**src/rtl/banco_registradores_8_if.sv**
```systemverilog
// Request/response bundle between the register file and its user (decode stage / operand mux).
// The master issues writes and read requests; the slave (register file) returns registered read data.
interface banco_registradores_8_if #(
  parameter int LARGURA  = 8,
  parameter int BITS_END = 2
);
  logic                EscritaHabilitada;
  logic [BITS_END-1:0] EnderecoEscrita;
  logic [LARGURA-1:0]  DadoEscrita;
  logic                LeituraValida;
  logic [BITS_END-1:0] EnderecoLeitura0;
  logic [BITS_END-1:0] EnderecoLeitura1;
  logic [LARGURA-1:0]  Dado0;
  logic [LARGURA-1:0]  Dado1;
  logic                SaidaValida;

  modport master (
    output EscritaHabilitada, EnderecoEscrita, DadoEscrita,
    output LeituraValida, EnderecoLeitura0, EnderecoLeitura1,
    input  Dado0, Dado1, SaidaValida
  );

  modport slave (
    input  EscritaHabilitada, EnderecoEscrita, DadoEscrita,
    input  LeituraValida, EnderecoLeitura0, EnderecoLeitura1,
    output Dado0, Dado1, SaidaValida
  );
endinterface

```
**src/rtl/banco_registradores_8.sv**
```systemverilog
// 2**BITS_END x LARGURA register file: one synchronous write port, two registered read ports
// with one-cycle latency, a response-valid flag and write-first bypass on each read port.
module banco_registradores_8 #(
  parameter int LARGURA  = 8,
  parameter int BITS_END = 2
) (
  input  logic                   Clock,
  input  logic                   Reset,
  banco_registradores_8_if.slave bus
);

  localparam int NUM_REGS = 2 ** BITS_END;

  typedef logic [LARGURA-1:0] palavra_t;

  palavra_t regs_q [NUM_REGS];
  palavra_t regs_d [NUM_REGS];
  palavra_t dado0_q, dado0_d;
  palavra_t dado1_q, dado1_d;
  logic     valida_q, valida_d;

  logic bypass0, bypass1;

  // Write-first: a same-cycle write to the addressed register wins over the stored value.
  assign bypass0 = bus.EscritaHabilitada && (bus.EnderecoLeitura0 == bus.EnderecoEscrita);
  assign bypass1 = bus.EscritaHabilitada && (bus.EnderecoLeitura1 == bus.EnderecoEscrita);

  always_comb begin
    // NOTE: every signal gets a default before any condition, so no path leaves it unassigned (no latch).
    regs_d   = regs_q;
    dado0_d  = dado0_q;
    dado1_d  = dado1_q;
    valida_d = 1'b0;

    if (bus.EscritaHabilitada) begin
      regs_d[bus.EnderecoEscrita] = bus.DadoEscrita;
    end

    // Without a request the outputs hold, so the downstream mux sees stable data.
    if (bus.LeituraValida) begin
      dado0_d  = bypass0 ? bus.DadoEscrita : regs_q[bus.EnderecoLeitura0];
      dado1_d  = bypass1 ? bus.DadoEscrita : regs_q[bus.EnderecoLeitura1];
      valida_d = 1'b1;
    end
  end

  // NOTE: state is updated with non-blocking assignments so all registers see pre-edge values.
  always_ff @(posedge Clock) begin
    if (Reset) begin
      // NOTE: the storage array is reset on purpose; register contents must read as zero after reset.
      for (int i = 0; i < NUM_REGS; i++) begin
        regs_q[i] <= '0;
      end
      dado0_q  <= '0;
      dado1_q  <= '0;
      valida_q <= 1'b0;
    end else begin
      regs_q   <= regs_d;
      dado0_q  <= dado0_d;
      dado1_q  <= dado1_d;
      valida_q <= valida_d;
    end
  end

  assign bus.Dado0       = dado0_q;
  assign bus.Dado1       = dado1_q;
  assign bus.SaidaValida = valida_q;

endmodule

```
**src/flat_wrapper.sv**
```systemverilog
// flat-port wrapper written by rule: the top's interface ports become plain ports
module banco_registradores_8_flat 
#(
  parameter int LARGURA  = 8,
  parameter int BITS_END = 2
)
  (Clock, Reset, bus_EscritaHabilitada, bus_EnderecoEscrita, bus_DadoEscrita, bus_LeituraValida, bus_EnderecoLeitura0, bus_EnderecoLeitura1, bus_Dado0, bus_Dado1, bus_SaidaValida);
  banco_registradores_8_if #(.LARGURA(LARGURA), .BITS_END(BITS_END)) bus_i ();
  input  logic Clock;
  input  logic Reset;
  input wire logic [$bits(bus_i.EscritaHabilitada)-1:0] bus_EscritaHabilitada;
  input wire logic [$bits(bus_i.EnderecoEscrita)-1:0] bus_EnderecoEscrita;
  input wire logic [$bits(bus_i.DadoEscrita)-1:0] bus_DadoEscrita;
  input wire logic [$bits(bus_i.LeituraValida)-1:0] bus_LeituraValida;
  input wire logic [$bits(bus_i.EnderecoLeitura0)-1:0] bus_EnderecoLeitura0;
  input wire logic [$bits(bus_i.EnderecoLeitura1)-1:0] bus_EnderecoLeitura1;
  output wire logic [$bits(bus_i.Dado0)-1:0] bus_Dado0;
  output wire logic [$bits(bus_i.Dado1)-1:0] bus_Dado1;
  output wire logic [$bits(bus_i.SaidaValida)-1:0] bus_SaidaValida;
  assign bus_i.EscritaHabilitada = bus_EscritaHabilitada;
  assign bus_i.EnderecoEscrita = bus_EnderecoEscrita;
  assign bus_i.DadoEscrita = bus_DadoEscrita;
  assign bus_i.LeituraValida = bus_LeituraValida;
  assign bus_i.EnderecoLeitura0 = bus_EnderecoLeitura0;
  assign bus_i.EnderecoLeitura1 = bus_EnderecoLeitura1;
  assign bus_Dado0 = bus_i.Dado0;
  assign bus_Dado1 = bus_i.Dado1;
  assign bus_SaidaValida = bus_i.SaidaValida;
  banco_registradores_8 #(.LARGURA(LARGURA), .BITS_END(BITS_END)) u_core (.Clock(Clock), .Reset(Reset), .bus(bus_i));
endmodule
```
**config.mk**
```make
export PLATFORM = sky130hd
export DESIGN_NAME = banco_registradores_8_flat
export DESIGN_NICKNAME = d
export VERILOG_FILES = /design/src/rtl/banco_registradores_8_if.sv /design/src/rtl/banco_registradores_8.sv /design/src/flat_wrapper.sv
export SDC_FILE = /design/constraint.sdc
export NUM_CORES = 1
export LEC_CHECK = 0
export ABC_AREA = 1
export CAP_MARGIN = 20
export CORE_ASPECT_RATIO = 0.75
export CORE_UTILIZATION = 25
export CTS_CLUSTER_SIZE = 14
export DETAILED_ROUTE_END_ITERATION = 16
export GPL_TIMING_DRIVEN = 0
export PLACE_DENSITY = 0.48
export SYNTH_ARGS = -nofsm -noshare
export SYNTH_HDL_FRONTEND = slang
export SYNTH_SLANG_ARGS = --single-unit
```
**constraint.sdc**
```tcl
create_clock -name Clock -period 1.1 [get_ports Clock]
set_input_delay 0.33 -clock Clock [delete_from_list [all_inputs] [get_ports Clock]]
set_output_delay 0.33 -clock Clock [all_outputs]
set_load 0.05 [all_outputs]
```
# [Word-level counts from Yosys, hierarchy flattened]
# Index checks and enable logic that the tools add are counted.
[word_totals] reg_bits=49 latchBits=0 mem_bits_rw=0 mem_bits_ro=0 input_bits=18 output_inout_bits=17 word_cells=31 n_memories=0
[op_classes] add_sub_neg=0 mul=0 n_div=0 order_cmp=4 eq_ne=2 shift=0 mux=12 bitwise_logic=3 reduce_logical=3
[op_table] cell="$mux W8" n=7
[op_table] cell="$bmux W8 S2" n=2
[op_table] cell="$bwmux W32" n=1
[op_table] cell="$demux W8 S2" n=1
[op_table] cell="$ge A3 B3 Y1 const B" n=3
[op_table] cell="$not A2 Y3" n=3
[op_table] cell="$eq A2 B2 Y1" n=2
[op_table] cell="$logic_and A1 B1 Y1" n=3
[op_table] cell="$lt A3 B1 Y1 const B" n=1
[op_table] cell="$mux W1" n=1

# [Depth between registers and ports, before layout]
# Gate-level depths: netlist (run 1).
[logic_depth] word_depth=6 depth_mapped=10 depth_no_buf=8

# [Least setup slack after synthesis (run 1)]
# Ideal clock, no wire load.
[synth_timing] kind="input-to-reg" startpoint="in bus_EnderecoLeitura1[0]" endpoint="reg u_core.dado1_q[0] (netlist: u_core.bus.Dado1[0])" setup_ns=0.118 arrival_time_ns=1.043 required_time_ns=0.982 path_slack_ns=-0.061 cell_stages=8 n_path_buf=1 cell_sequence="buf_4 > inv_4 > nand2_1 > nand3_1 > nor2_4 > nor2_1 > nor2_1 > nor2_1"
[synth_between] elab_chain_cells=5 word_cells_on_any_way=7 classes_between="eq/ne: 1; mux: 4; bitwise: 1; reduce/logical: 1"
[synth_lines] item="start, declared" line="flat_wrapper.sv:16" rtl="input wire logic [$bits(bus_i.EnderecoLeitura1)-1:0] bus_EnderecoLeitura1;"
[synth_lines] item="$not A2 Y3 (implied by the code)" line="banco_registradores_8.sv:42" rtl="dado1_d = bypass1 ? bus.DadoEscrita : regs_q[bus.EnderecoLeitura1];"
[synth_lines] item="$bmux W8 S2" line="banco_registradores_8.sv:42"
[synth_lines] item="$mux W8 (implied by the code) (2 in a row)" line="banco_registradores_8.sv:42"
[synth_lines] item="$mux W8 (*)" line="banco_registradores_8.sv:42"
[synth_lines] item="end signal, assigned" line="banco_registradores_8.sv:60" rtl="dado1_q <= dado1_d;"
[synth_lines] item="end, declared" line="banco_registradores_8.sv:19" rtl="palavra_t dado1_q, dado1_d;"
# Mark *: on every way between the ends. The rest lies on a longest branch, timed or not. The select of a mux whose other input is x is not followed.
# A chain may end at the register's enable or synchronous reset.

# [Worst setup path after layout (run 1)]
[layout_timing] startpoint="reg u_core.dado0_q[2] (netlist: u_core.bus.Dado0[2])" endpoint="out bus_Dado0[2]"
[layout_lines] item="start, declared" line="banco_registradores_8.sv:18" rtl="palavra_t dado0_q, dado0_d;"
[layout_lines] item="start signal, assigned" line="banco_registradores_8.sv:59" rtl="dado0_q <= dado0_d;"
[layout_lines] item="end, declared" line="flat_wrapper.sv:17" rtl="output wire logic [$bits(bus_i.Dado0)-1:0] bus_Dado0;"
# No word-level cell between the ends.

==> results of run 1 <==
## cells by family (layout without fill, tap and decap cells)
| family | after synthesis | count (layout) | share of synthesized area |
|---|---|---|---|
| AND/OR/NAND/NOR | 222 | 222 | 0.368 |
| AO/OA/AOI/OAI | 72 | 72 | 0.135 |
| flip-flops | 49 | 49 | 0.368 |
| buffers and inverters | 72 | 108 | 0.129 |
## timing repair
item / in CTS / in global routing
setup endpoints to repair: 65 / 63
pin swaps: 0 / 3
gates resized for setup: 159 / 34
hold endpoints to repair: 0 / 0
## through the flow
step                worst slack, ns  hold WS, ns  power, mW
floorplan                  -0.00295        0.444       2.65
global placement             -0.783        0.454       2.99
detailed placement           -0.780        0.459       3.00
CTS                         -0.0207        0.329       4.57
global route                -0.0427        0.348       4.79
finish                      -0.0212        0.321       4.56
## flip-flops by register name, indices dropped and copies added, names as in the netlist
register                cells
u_core.regs_q              32
u_core.bus.Dado1            8
u_core.bus.SaidaValida      1
u_core.bus.Dado0            8
## final cells by class
cell class	instances	area, um2	area share
multi-input cells	294	1390	0.406
flip-flops and latches	49	1000	0.294
repair buffers	28	334	0.0980
inverters	51	209	0.0613
plain buffers	21	171	0.0503
well taps	136	170	0.0499
clock buffers	8	136	0.0400
## path summary, 6_finish.rpt
path	end	slack, ns	cells past startpoint	start
max	bus_Dado0[2]	-0.02	1	u_core.bus.Dado0[2]$_SDFFE_PP0P_
min	u_core.bus.SaidaValida$_SDFF_PP0_	0.32	2	Reset
max reg2reg	u_core.bus.Dado0[4]$_SDFFE_PP0P_	0.10	8	u_core.regs_q[4]$_SDFFE_PP0P_
min reg2reg	u_core.regs_q[9]$_SDFFE_PP0P_	0.47	2	u_core.regs_q[9]$_SDFFE_PP0P_
## report_power, final
group | switching, mW | leakage, nW | internal, mW
logic | 0.695 | 1.08 | 0.373
clock network | 0.682 | 0.0652 | 0.849
registers | 0.0661 | 0.408 | 1.89
total | 1.44 | 1.55 | 3.12
## layer usage
metal  part of all wire  GRT usage
met5                  0          0
met4              0.012     0.0412
met3              0.079     0.0446
met2               0.40      0.226
met1               0.51      0.264
## synth_stat cells (3+ instances only)
library cell,count
a21oi_1,32
buf_2,5
buf_4,4
buf_6,6
clkbuf_1,6
dfxtp_1,49
inv_1,44
inv_2,4
inv_4,3
nand2_1,111
nand2_2,4
nand3_1,51
nand4_1,8
nor2_1,41
o21ai_0,36
o21ai_1,4
## cell usage in the layout, fill, tap and decap left out, types with 2 or more instances in the layout
cell type         n
inv_4             2
clkbuf_2          5
nand2_1         107
nand3_1          45
clkbuf_1          4
nand4_1           8
nand2_2           7
buf_4             2
a21oi_1          32
nand3_2           7
inv_1            42
dfxtp_1          32
inv_2             5
dfxtp_2          17
buf_2             4
nor2_4            2
buf_6            15
clkbuf_4          3
o21ai_0          36
o21ai_1           4
dlymetal6s2s_1    4
buf_8            11
nand2_4           3
clkbuf_16         5
nor2_1           41
dlygate4sd2_1     4
==> summary.md, run 1 <==
| Metric | Value |
|---|---|
| Period utilization | `1.02` |
| Max IR drop VDD | `0.000515 V` |
| First-pass GRT wire length | `14100 um` |
| Nets | `468` |
| Seq/Total Area, Yosys | `0.368` |
| Core area | `10300 um2` |
| Via count | `2772` |
| Routed Antenna Nets | `0` |
| Placed inst area | `3150 um2` |
| Net count after synthesis | `433` |
| Yosys warns | `0` |
| CP Data Arrival Time | `0.79 ns` |
| Deepest clock path buffer count | `2` |
| H-tree levels | `2` |
| Initial antenna violation count | `0` |
| Layout area overhead | `27.9%` |
| Largest net degree at the start of global routing | `14` |
| Avg Cell Area, Syn | `6.42 um2` |
| Hold buffer count at cts | `0` |
| Cells after synthesis | `415` |
| Pwr per Cell Area | `1340 nW/um2` |
| Cts bufs inserted | `5` |
| Leakage | `1.55 nW` |
| Initial Util | `0.258` |
| Critical Path End Type | `primary output` |
| CTS tree | `done` |
| Worst skew pair latency | `0.29 ns` |
| Final core occ | `0.330` |
| Final slew viol count | `0` |
| Vias per cell | `4.72` |
| Slowest stage delay, CP | `0.35 ns` |
| Yosys top cell area share | `0.368` |
| Number of synthesized flops with an enable pin | `0` |
| Post-synth ARST share | `0` |
| CP bufs+invs | `1` |
| Unrepaired setup endpoints after global routing | `true` |
| Slack of the critical path | `-0.0212 ns` |
| Routed wire length | `8780 um` |
| Netlist cell types | `21` |
| # fillers | `1158` |
| Final Setup Violations | `16` |
| Core Rows | `32` |
| Sink Count | `49` |
| Fmax | `892 MHz` |
| Worst-path fanout max | `2` |
| Least-Margin Pin Slew | `0.372 ns` |
| Clock root buffer | `clkbuf_16` |
| Postcts setup bufs | `0` |
| Die X | `121 um` |
| Worst Hold Class | `in -> reg` |
| #FFs+latches synth | `49` |
| Drt pass-1 iters | `4` |
| Vias in the first global route | `2617` |
| Max Cap Viol | `0` |
| Setup_tns | `-0.119 ns` |
| Dpl cells | `579` |
| Die height | `91.4 um` |
| Crit-path cells | `buf_8` |
| Cell family with most CP delay | `flip-flops` |
| Final Wtd Congestion | `0.847` |
| Layout cells sized above 1 | `0.204` |
| Die ar. | `11100 um2` |
| CP required | `0.77 ns` |
| Cell Area, Synth | `2670 um2` |
| DPL Wire Length | `6410 um` |
| Post-route cell area | `3410 um2` |
| Fin crit period | `1.12 ns` |
| N_diodes | `0` |
| Start-to-end type of the worst setup path | `reg -> out` |
| Largest cells by area after synthesis | `dfxtp_1 (37%), nand2_1 (16%), nand3_1 (9.6%), o21ai_0 (6.8%), inv_1 (6.2%)` |
| Startpoint types | `flip-flop` |
| Layout Skew | `0.00274 ns` |
| Most used DFF post-synth | `dfxtp_1` |
| Wirelength per Cell | `14.9 um` |
| Post-synth top area cell | `dfxtp_1` |
| Slew HR | `0.752` |
| Drc violations | `0` |
| Failing checks | `setup timing` |
| Final hold vios | `0` |
| GRT Overall Usage | `0.171` |
| DR iter-0 viols | `209` |
| I/O pin cnt | `35` |
| Total congestion overflow | `0` |
| Final Non-Filler Cells | `587` |
| Port buffer count | `28` |
| Status | `complete, but fails checks` |
| Critical path's slowest cell | `dfxtp_2` |
| Reg clk slew, reported paths | `0.07 ns` |
(Power assumes the default switching activity.)
==> run 2, diff against run 1 <==
Settings changed: CORE_UTILIZATION 25 to 50, PLACE_DENSITY 0.48 to 0.8, RECOVER_POWER set to 100.
==> summary.md, run 2 (synthesized netlist as in run 1, its figures left out) <==
| Metric | Value |
|---|---|
| Initial Util | `0.532 (+0.274)` |
| CP Data Arrival Time | `0.81 ns (+0.02 ns)` |
| Final slew viol count | `0 (unchanged)` |
| Status | `complete, but fails checks` |
| Wirelength per Cell | `13.9 um (-7.1%)` |
| Routed wire length | `7270 um (-17%)` |
| CTS tree | `done` |
| Drc violations | `0 (unchanged)` |
| Critical Path End Type | `primary output` |
| Placed inst area | `3070 um2 (-2.5%)` |
| Routed Antenna Nets | `0 (unchanged)` |
| Core Rows | `22 (-31%)` |
| I/O pin cnt | `35 (unchanged)` |
| Met2 wire len | `3210 um (-8.8%)` |
| Fin crit period | `1.14 ns (+0.0168 ns)` |
| Final Wtd Congestion | `0.948 (+12%)` |
| Largest Register | `u_core.regs_q` |
| Least-Margin Pin Slew | `0.462 ns (+0.0895 ns)` |
| H-tree levels | `2 (unchanged)` |
| Via count | `2813 (+1.5%)` |
| Failing checks | `setup timing` |
| Reg clk slew, reported paths | `0.09 ns (+0.02 ns)` |
| Number of flip-flops in the largest register | `32 (unchanged)` |
| Die ar. | `5630 um2 (-49%)` |
| DR iter-0 viols | `255 (+22%)` |
| Most common cell after layout, fill and taps aside | `nand2_1` |
| Fmax | `879 MHz (-1.5%)` |
| DR WL met3 | `735 um (+5.8%)` |
| Largest net degree at the start of global routing | `14 (unchanged)` |
| Period utilization | `1.03 (+0.0153)` |
| Design Power | `4.08 mW (-10%)` |
| Total congestion overflow | `0 (unchanged)` |
| CP required | `0.77 ns (about the same)` |
| Worst skew pair latency | `0.30 ns (about the same)` |
| Max IR drop VDD | `0.000774 V (+50%)` |
| Start-to-end type of the worst setup path | `reg -> out` |
| Startpoint types | `flip-flop` |
| Critical path's slowest cell | `dfxtp_2` |
| Max Cap Viol | `0 (unchanged)` |
| GRT Overall Usage | `0.268 (+0.0969)` |
| Slowest stage delay, CP | `0.36 ns (about the same)` |
| Nets | `469 (+0.21%)` |
| Worst-path fanout max | `2 (unchanged)` |
| Layout area overhead | `21.8%` |
| Port buffer count | `28 (unchanged)` |
| Initial antenna violation count | `0 (unchanged)` |
| Layout cells sized above 1 | `0.193 (-0.0111)` |
| Slew HR | `0.692 (-0.0597)` |
| Layout Skew | `0.00229 ns (-0.000448 ns)` |
| First-pass GRT wire length | `11600 um (-17%)` |
| Sink Count | `49 (unchanged)` |
| Leakage | `1.49 nW (-3.7%)` |
| Hold buffer count at cts | `0 (unchanged)` |
| Cts bufs inserted | `5 (unchanged)` |
| Final Setup Violations | `18 (+2)` |
| Setup_tns | `-0.459 ns (-0.340 ns)` |
| Die height | `65.2 um (-29%)` |
| Unrepaired setup endpoints after global routing | `true` |
| Drt pass-1 iters | `6 (+2)` |
| Worst Hold Class | `in -> reg` |
| Post-route cell area | `3250 um2 (-4.8%)` |
| Vias in the first global route | `2506 (-4.2%)` |
| Cell family with most CP delay | `flip-flops` |
| Die X | `86.3 um (-29%)` |
| N_diodes | `0 (unchanged)` |
| # fillers | `497 (-57%)` |
| Top layer in use | `met4` |
| Clock root buffer | `clkbuf_8` |
| Deepest clock path buffer count | `2 (unchanged)` |
| CP bufs+invs | `1 (unchanged)` |
| Slack of the critical path | `-0.0380 ns (-0.0168 ns)` |
| M1 WL | `3250 um (-27%)` |
| Core area | `5010 um2 (-52%)` |
| Crit-path cells | `buf_8` |
| Final hold vios | `0 (unchanged)` |
| DPL Wire Length | `5370 um (-16%)` |
| Vias per cell | `5.38 (+14%)` |
| Commonest cells after routing, fill and taps aside | `nand2_1 (107), nand3_1 (48), inv_1 (43), nor2_1 (41), o21ai_0 (36)` |
| Pwr per Cell Area | `1260 nW/um2 (-5.9%)` |
-- run 2: final timing paths --
| path | startpoint | to | slack, ns | depth (start not counted) |
|---|---|---|---|---|
| max | u_core.bus.Dado0[0]$_SDFFE_PP0P_ | bus_Dado0[0] | -0.04 | 1 |
| max reg2reg | u_core.regs_q[18]$_SDFFE_PP0P_ | u_core.bus.Dado0[2]$_SDFFE_PP0P_ | 0.13 | 8 |
| min | Reset | u_core.bus.SaidaValida$_SDFF_PP0_ | 0.34 | 2 |
| min reg2reg | u_core.regs_q[4]$_SDFFE_PP0P_ | u_core.regs_q[4]$_SDFFE_PP0P_ | 0.47 | 2 |
-- run 2: repair_timing --
item,4_1_cts,5_1_grt
buffers inserted,0,1
gates resized for setup,153,18
pin swaps,1,1
endpoints found under the setup margin,65,46
-- run 2: metal layers --
| metal | vias up | track usage |
|---|---|---|
| met1 | 1282 | 0.371 |
| met3 | 9 | 0.0465 |
| met4 | 0 | 0.0708 |
| met5 | - | 0 |
| met2 | 127 | 0.431 |
| li1 | 1395 | - |
-- run 2: through the flow --
step | setup slack, ns | utilization | hold WS (ns) | cells
final | -0.0380 | 0.648 | 0.343 | 523
after global routing | -0.0585 | 0.648 | 0.375 | 523
after CTS | -0.0434 | 0.640 | 0.333 | 522
after detailed placement | -0.794 | 0.613 | 0.457 | 515
after global placement | -0.739 | 0.613 | 0.452 | 515
after floorplan | -0.00295 | - | 0.444 | 415
-- run 2: where the power goes --
group / switching [mW] / total [mW] / internal, mW / leakage [nW]
sequential: 0.0665 / 1.96 / 1.89 / 0.408
combinational: 0.663 / 1.03 / 0.369 / 1.04
clock: 0.593 / 1.09 / 0.500 / 0.0443
-- run 2: area by class of cell --
class,instances,area (um2),share of cell area
plain buffers,21,155,0.0478
clock buffers,7,86.3,0.0266
inverters,51,209,0.0644
multi-input cells,294,1370,0.422
flip-flops and latches,49,1000,0.309
well taps,72,90.1,0.0278
repair buffers,29,333,0.103
==> run 3, diff against run 2 <==
Settings changed: CORE_MARGIN set to 2, GPL_TIMING_DRIVEN 0 to 1.
==> summary.md, run 3 (synthesized netlist as in run 1, its figures left out) <==
| Metric | Value |
|---|---|
| DPL Wire Length | `5060 um (-5.9%)` |
| Routed wire length | `8680 um (+19%)` |
| Fmax | `844 MHz (-4.0%)` |
| Core Rows | `22 (unchanged)` |
| Routed Antenna Nets | `0 (unchanged)` |
| DR iter-0 viols | `491 (+93%)` |
| N_diodes | `0 (unchanged)` |
| Leakage | `1.68 nW (+12%)` |
| Largest net degree at the start of global routing | `41 (+27)` |
| Die height | `67.2 um (+3.1%)` |
| Most common cell after layout, fill and taps aside | `nand2_1` |
| Fin crit period | `1.18 ns (+0.0468 ns)` |
| Unrepaired setup endpoints after global routing | `true` |
| Worst Hold Class | `in -> reg` |
| Final Setup Violations | `20 (+2)` |
| Final slew viol count | `0 (unchanged)` |
| Final Wtd Congestion | `0.881 (-7.0%)` |
| Core area | `5010 um2 (unchanged)` |
| Worst Setup EP | `bus_Dado1[7]` |
| I/O pin cnt | `35 (unchanged)` |
| Startpoint types | `flip-flop` |
| Die X | `88.3 um (+2.3%)` |
| Layout Skew | `0.0146 ns (+0.0123 ns)` |
| CP required | `0.77 ns (about the same)` |
| Stages on worst setup path | `1 (unchanged)` |
| Port buffer count | `34 (+21%)` |
| Deepest clock path buffer count | `2 (unchanged)` |
| Max IR drop VDD | `0.000702 V (-9.3%)` |
| H-tree levels | `2 (unchanged)` |
| Cts bufs inserted | `5 (unchanged)` |
| Vias per cell | `5.57 (+3.6%)` |
| Start-to-end type of the worst setup path | `reg -> out` |
| Drc violations | `0 (unchanged)` |
| Worst slack, placed | `-0.686 ns (+0.109 ns)` |
| Total congestion overflow | `0 (unchanged)` |
| Setup_tns | `-0.891 ns (-0.432 ns)` |
| Critical path's slowest cell | `dfxtp_2` |
| Sink Count | `49 (unchanged)` |
| Critical Path End Type | `primary output` |
| Layout area overhead | `38.3%` |
| Crit-path cells | `buf_12` |
| Slew HR | `0.794 (+0.102)` |
| Most crowded layer after global routing | `met2` |
| Pwr per Cell Area | `1200 nW/um2 (-5.0%)` |
| CP bufs+invs | `1 (unchanged)` |
| Initial antenna violation count | `0 (unchanged)` |
| Grt met2 use | `0.459 (+0.0281)` |
| Status | `complete, but fails checks` |
| Via count | `2991 (+6.3%)` |
| GRT Overall Usage | `0.277 (+0.00985)` |
| Period utilization | `1.08 (+0.0426)` |
| Met1 GRT Util | `0.357 (-0.0139)` |
| Reg2reg end | `u_core.bus.Dado0[4]$_SDFFE_PP0P_` |
| Reg2reg path depth | `8 (unchanged)` |
| FF-to-FF setup slack | `0.08 ns (-0.05 ns)` |
| Commonest cells after routing, fill and taps aside | `nand2_1 (99), nand3_1 (49), inv_1 (42), nor2_1 (41), o21ai_0 (38)` |
| Layout cells sized above 1 | `0.241 (+0.0480)` |
| Largest Register | `u_core.regs_q` |
| Slowest stage delay, CP | `0.38 ns (+0.02 ns)` |
| Worst skew pair latency | `0.32 ns (+0.02 ns)` |
| Reg clk slew, reported paths | `0.10 ns (about the same)` |
| Final hold vios | `0 (unchanged)` |
| Number of flip-flops in the largest register | `32 (unchanged)` |
| Die ar. | `5940 um2 (+5.5%)` |
| First-pass GRT wire length | `12400 um (+6.3%)` |
| Max Cap Viol | `0 (unchanged)` |
| Global Route met3 Usage | `0.0465 (about the same)` |
| Critical path origin | `u_core.bus.Dado1[7]$_SDFFE_PP0P_` |
| Drt pass-1 iters | `5 (-1)` |
| Final core occ | `0.736 (+0.0879)` |
| # fillers | `383 (-23%)` |
| Failing checks | `setup timing` |
| Cell family with most CP delay | `flip-flops` |
| Least-Margin Pin Slew | `0.309 ns (-0.153 ns)` |
| RR Startpoint | `u_core.regs_q[12]$_SDFFE_PP0P_` |
| CTS tree | `done` |
| CP Data Arrival Time | `0.85 ns (+0.04 ns)` |
| Vias in the first global route | `2611 (+4.2%)` |
| Initial Util | `0.532 (unchanged)` |
| Slack of the critical path | `-0.0849 ns (-0.0468 ns)` |
| Clock root buffer | `clkbuf_8` |
| Nets | `482 (+2.8%)` |
| Worst-path fanout max | `2 (unchanged)` |
| Wirelength per Cell | `16.2 um (+16%)` |
[run 3: changes by cell type in the layout (fill, tap and decap cells not counted), moves of 3 or more]
cell | previous run | this run
buf_12 | 0 | 24
buf_2 | 4 | 1
buf_4 | 3 | 11
buf_6 | 14 | 4
buf_8 | 10 | 0
clkbuf_1 | 5 | 1
clkbuf_16 | 0 | 4
clkdlybuf4s50_1 | 4 | 0
dlygate4sd3_1 | 2 | 7
nand2_1 | 107 | 99
nand2_2 | 7 | 14
[run 3: power by group]
group / switching (mW) / internal [mW] / leakage, nW
clock: 0.646 / 0.511 / 0.0512
combinational: 0.737 / 0.537 / 1.22
sequential: 0.0832 / 1.89 / 0.408
total: 1.47 / 2.94 / 1.68
[run 3: what timing repair did]
| action | 4_1_cts | 5_1_grt |
|---|---|---|
| hold buffers | 0 | 0 |
| gates cloned | 1 | 4 |
| resized for setup | 36 | 33 |
| hold endpoints to repair | 0 | 0 |
| pin swaps | 4 | 7 |
| buffers inserted | 3 | 0 |
| endpoints found under the setup margin | 65 | 49 |
[run 3: stage by stage]
step	power (mW)	area, um2	hold WS [ns]	instances
floorplan	2.65	2700	0.444	415
global placement	3.12	3400	0.453	521
detailed placement	3.15	3400	0.459	521
CTS	4.31	3570	0.473	533
global route	4.63	3690	0.485	537
finish	4.41	3690	0.442	537
[run 3: worst min-delay path by stage]
stage,to,start,slack (ns),cells past startpoint
after floorplan,u_core.regs_q[15]$_SDFFE_PP0P_,u_core.regs_q[15]$_SDFFE_PP0P_,0.44,2
after global placement,u_core.regs_q[8]$_SDFFE_PP0P_,u_core.regs_q[8]$_SDFFE_PP0P_,0.45,2
after detailed placement,u_core.regs_q[15]$_SDFFE_PP0P_,u_core.regs_q[15]$_SDFFE_PP0P_,0.46,2
after CTS,u_core.regs_q[14]$_SDFFE_PP0P_,u_core.regs_q[14]$_SDFFE_PP0P_,0.47,2
after global routing,u_core.bus.SaidaValida$_SDFF_PP0_,Reset,0.49,3
final,u_core.bus.SaidaValida$_SDFF_PP0_,Reset,0.44,3
[run 3: worst register-to-register path, cell delays in order (launching register included)]
cell,delay [ns]
dfxtp_1,0.33
inv_1,0.09
nand2_1,0.07
nand3_1,0.10
nand2_2,0.09
nand2_2,0.06
nand3_1,0.07
nand2_1,0.08
inv_1,0.04
[run 3: cell type report]
cell class | instances | area, um2 | share of cell area
clock buffers | 6 | 82.6 | 0.0224
clock inverters | 2 | 13.8 | 0.00373
inverters | 51 | 221 | 0.0601
multi-input cells | 295 | 1420 | 0.385
flip-flops and latches | 49 | 1000 | 0.272
well taps | 72 | 90.1 | 0.0244
repair buffers | 62 | 857 | 0.233
[run 3: routing by layer]
layer / part of all wire / routed length, um / vias up
met3: 0.12 / 998 / 24
li1: - / - / 1428
met5: 0 / 0 / -
met2: 0.46 / 4030 / 177
met1: 0.40 / 3430 / 1362
met4: 0.026 / 222 / 0
